### src/rtl/sign_class_arbiter.sv
// Four-requester round-robin arbiter. Each transaction classifies the winner's
// 16-bit operand as positive, negative or zero and takes exactly four cycles.
module sign_class_arbiter (
    input  logic        clk,
    input  logic        rst,
    input  logic [3:0]  req,
    input  logic [63:0] data,
    output logic [3:0]  gnt,
    output logic [3:0]  ack,
    output logic        positive_flag,
    output logic        negative_flag,
    output logic        zero_flag,
    output logic        busy,
    output logic [7:0]  txn_count
);
    typedef enum logic [1:0] {IDLE, LOAD, EVAL, RESP} state_t;

    state_t            state_q, state_d;
    logic [1:0]        winner_q, winner_d;
    logic [1:0]        last_q, last_d;
    logic [15:0]       operand_q, operand_d;
    logic              pos_q, pos_d;
    logic              neg_q, neg_d;
    logic              zero_q, zero_d;
    logic [7:0]        count_q, count_d;
    logic [3:0][15:0]  ops;
    logic [1:0]        rr_idx;
    logic [1:0]        rr_pick;
    logic              rr_found;

    assign ops = data;

    // Search starts just above the previous winner, so it ends up lowest priority.
    always_comb begin
        rr_idx   = '0;
        rr_pick  = last_q;
        rr_found = 1'b0;
        for (int i = 1; i <= 4; i++) begin
            rr_idx = last_q + 2'(i);
            if (!rr_found && req[rr_idx]) begin
                rr_found = 1'b1;
                rr_pick  = rr_idx;
            end
        end
    end

    always_comb begin
        state_d   = state_q;
        winner_d  = winner_q;
        last_d    = last_q;
        operand_d = operand_q;
        pos_d     = pos_q;
        neg_d     = neg_q;
        zero_d    = zero_q;
        count_d   = count_q;
        case (state_q)
            IDLE: begin
                if (rr_found) begin
                    winner_d = rr_pick;
                    state_d  = LOAD;
                end
            end
            LOAD: begin
                operand_d = ops[winner_q];
                state_d   = EVAL;
            end
            EVAL: begin
                neg_d   = operand_q[15];
                zero_d  = (operand_q == 16'h0000);
                pos_d   = !operand_q[15] && (operand_q != 16'h0000);
                state_d = RESP;
            end
            RESP: begin
                last_d  = winner_q;
                count_d = count_q + 8'd1;
                state_d = IDLE;
            end
            default: state_d = IDLE;
        endcase
    end

    always_ff @(posedge clk) begin
        if (rst) begin
            state_q   <= IDLE;
            winner_q  <= 2'd0;
            last_q    <= 2'd3;
            operand_q <= 16'h0000;
            pos_q     <= 1'b0;
            neg_q     <= 1'b0;
            zero_q    <= 1'b0;
            count_q   <= 8'd0;
        end else begin
            state_q   <= state_d;
            winner_q  <= winner_d;
            last_q    <= last_d;
            operand_q <= operand_d;
            pos_q     <= pos_d;
            neg_q     <= neg_d;
            zero_q    <= zero_d;
            count_q   <= count_d;
        end
    end

    assign busy          = (state_q != IDLE);
    assign gnt           = busy ? (4'b0001 << winner_q) : 4'b0000;
    assign ack           = (state_q == RESP) ? (4'b0001 << winner_q) : 4'b0000;
    assign positive_flag = pos_q;
    assign negative_flag = neg_q;
    assign zero_flag     = zero_q;
    assign txn_count     = count_q;
endmodule

### config.mk
export PLATFORM = sky130hd
export DESIGN_NAME = sign_class_arbiter
export DESIGN_NICKNAME = d
export VERILOG_FILES = /design/src/rtl/sign_class_arbiter.sv
export SDC_FILE = /design/constraint.sdc
export NUM_CORES = 1
export LEC_CHECK = 0
export CELL_PAD_IN_SITES_DETAIL_PLACEMENT = 1
export CELL_PAD_IN_SITES_GLOBAL_PLACEMENT = 2
export CORE_MARGIN = 3
export CORE_UTILIZATION = 26
export CTS_CLUSTER_SIZE = 25
export DETAILED_ROUTE_END_ITERATION = 6
export GPL_ROUTABILITY_DRIVEN = 0
export PLACE_DENSITY_LB_ADDON = 0.1
export RECOVER_POWER = 25
export SLEW_MARGIN = 20
export SYNTH_ARGS = -nofsm -noshare
export SYNTH_HDL_FRONTEND = slang
export SYNTH_SLANG_ARGS = --single-unit
### constraint.sdc
create_clock -name clk -period 2.95 [get_ports clk]
set_clock_uncertainty 0.1 [all_clocks]
set_input_delay 0.59 -clock clk [delete_from_list [all_inputs] [get_ports clk]]
set_output_delay 0.59 -clock clk [all_outputs]
set_load 0.01 [all_outputs]
==> out/qor.yml <==
outcome:
  status: "finished, final reports clean"
clock_tree:
  cts_resized: 0
  clk_latency_ns: 0.28
  htree_levels: 2
  numCtsBuffers: 5
  hold_buffers: 0
  cts.sinks: 33
  clk_pin_slew_ns: 0.07
  root_buffer: "clkbuf_8"
  clockBufferDepth: 2
  cts_setup_buffers: 0
  cts_tree: "done"
yosys:
  synth_edf_count: 0
  synth_area_leaders: "dfxtp_1, mux4_2, mux2i_1"
  ys_top_cells_by_count: "dfxtp_1, nor2_1, mux2i_1"
  synth_warnings: 0
  synthArstFlopShare_pct: 0
  syn_inst: 178
  yosysMostFrequentCell: "dfxtp_1"
  synth_top_area_share_pct: 34.6
  yosys.area.top_type: "dfxtp_1"
  synth_cell_types: 42
  synth_ff_type: "dfxtp_1"
  synth-seq-cells: 33
  synth_nets: 254
  ys_seq_area_share_pct: 34.6
  synth_area_per_cell_um2: 10.7
  syn_area_mm2: 0.00191
sta:
  relSlewSlack_pct: 50.4
  max_freq_ghz: 0.384
  fin_crit_sh_pct: 88.3
  rsz0062_at_grt: "false"
  period_minus_slack_ns: 2.61
  finalWorstSetupSlack_ns: 0.345
  finalMaxSlewViolations: 0
  setup_viol: 0
  worst_pin_slew_ns: 0.744
  setup_tns_ns: 0
  hold_viol_final: 0
floorplan:
  fp.coreArea_mm2: 0.00694
  io_pins: 90
  die_w_um: 91.6
  num_rows: 30
  dieArea_mm2: 0.00840
  die_h_um: 91.6
  start_util_pct: 27.5
worst_setup_path:
  timing.rr.end: "txn_count[7]$_SDFFE_PP0P_"
  arrival_ns: 1.92
  end_kind: "primary output"
  ff2ff_setup_slack_ns: 0.93
  critPathLaunchType: "flop"
  regToRegStartpoint: "state_q[1]$_SDFFE_PP0P_"
  crit_fanout: 11
  worstSetupPathType: "reg -> out"
  reg2reg_depth: 5
  crit_required_ns: 2.26
place:
  place_ws_ns: 0.636
  hpwl_mm: 4.27
  port_buffers: 89
drt:
  num_vias: 1720
  drt_iter0_drc: 24
  firstDrtPassIters: 3
  wl_per_cell_um: 15.2
  vias_per_cell: 4.74
  drt_wl_total_mm: 5.51
  detail-route-antenna-nets: 0
  drc: 0
global_route:
  grtUsageTotal_pct: 13.7
  grt_max_degree: 18
  grt_pass1_vias: 1867
  grt_pass1_wl_mm: 9.26
  antenna_found_initial: 0
  grt-ovfl-total: 0
pwr:
  power_density_mw_per_mm2: 568
  seq_power_share_pct: 35.8
  p_int_w: 0.00112
  p_switching_w: 0.000549
  ir_drop_mv: 0.309
  p_leak_nw: 1.07
  power_switching_share_pct: 32.9
  p_clk_share_pct: 19.6
  p_comb_share_pct: 44.6
finish:
  area_delta_synth_final_pct: 54.0
  fin_nets: 342
  drive_above_1_share_pct: 8.99
  insertedDiodeCount: 0
hold_path:
  hp-class: "reg -> reg"
  min_delay_path_depth: 1
  whs_endpoint: "positive_flag$_SDFFE_PP0P_"
  hp-start: "positive_flag$_SDFFE_PP0P_"
job:
  drv_cap: 0
cells in the final DEF (no fill, tap or decap), drive strengths merged, types with 2 or more instances in the layout:
cell / synthesis / final
and3: 2 / 2
mux4: 16 / 16
nand3: 4 / 4
clkdlybuf4s50: 0 / 88
o21ai: 6 / 6
ha: 6 / 6
or3: 3 / 3
inv: 4 / 4
a21oi: 4 / 4
buf: 8 / 3
mux2i: 20 / 20
dfxtp: 33 / 33
nand4: 4 / 4
nor3b: 3 / 3
clkbuf: 5 / 8
clkinv: 0 / 2
nand2: 7 / 7
nor4: 5 / 5
xor2: 3 / 3
nor2: 25 / 25
nand2b: 3 / 3
logic make-up (layout without fill, tap and decap cells):
logic type	count (synthesis)	count (layout)	synth area share, %
multiplexers	36	36	30.4
adder cells (fa/ha/maj)	6	6	3.94
buffers and inverters	17	106	5.38
AND/OR/NAND/NOR	61	61	16.3
AO/OA/AOI/OAI	21	21	7.48
flip-flops	33	33	34.6
XOR/XNOR	4	4	1.84
stage by stage:
step | util, % | hold WS, ns | power [W] | instances | instance area [µm²]
2_1_floorplan | - | 0.361 | 0.00112 | 178 | 1910
3_3_place_gp | 41.3 | 0.368 | 0.00136 | 355 | 2870
3_5_place_dp | 41.3 | 0.364 | 0.00137 | 355 | 2870
4_1_cts | 42.5 | 0.387 | 0.00171 | 363 | 2950
5_1_grt | 42.3 | 0.418 | 0.00180 | 363 | 2940
6_report | 42.3 | 0.385 | 0.00167 | 363 | 2940
registers in the layout (all words and copies together), names as in the netlist:
signal,count
txn_count,8
last_q,2
negative_flag,1
operand_q,16
positive_flag,1
state_q,2
winner_q,2
zero_flag,1
final cells by class:
type	count	area, µm²
Sequential cell	33	661
Clock inverter	2	10.0
Inverter	4	15.0
Tap cell	96	120
Timing Repair Buffer	94	921
Multi-Input combinational cell	128	1140
Clock buffer	6	72.6
Fill cell	778	4010
power by group through the flow:
stage          Sequential [W]  Clock [W]  Combinational, W
6_report             0.000597   0.000327          0.000744
2_1_floorplan        0.000582          0          0.000541
5_1_grt              0.000610   0.000370          0.000823
4_1_cts              0.000597   0.000344          0.000768
3_3_place_gp         0.000605          0          0.000756
3_5_place_dp         0.000608          0          0.000763
how the worst max path moves through the flow:
stage                                  start     end  cells after the start
finish               state_q[0]$_SDFFE_PP0P_  gnt[3]                      5
floorplan           winner_q[1]$_SDFFE_PP0P_  gnt[2]                      4
detailed placement   state_q[0]$_SDFFE_PP0P_  gnt[3]                      5
global placement     state_q[0]$_SDFFE_PP0P_  gnt[3]                      5
CTS                  state_q[0]$_SDFFE_PP0P_  gnt[3]                      5
global route         state_q[1]$_SDFFE_PP0P_  gnt[3]                      5
worst max-delay path, cell delays in order (launching register included):
cell and delay, ns:
dfxtp_1 0.33, inv_1 0.13, ha_1 0.41, inv_1 0.10, and3_1 0.20, clkdlybuf4s50_1 0.47
routing by layer:
layer  up-vias  track usage [%]  wire, µm
met5         -                0         0
met4         0             3.77        46
met3         4             4.27       309
met2        47             23.5      2690
met1       831             16.4      2460
li1        838                -         -
Power figures use the tool's default switching activity.
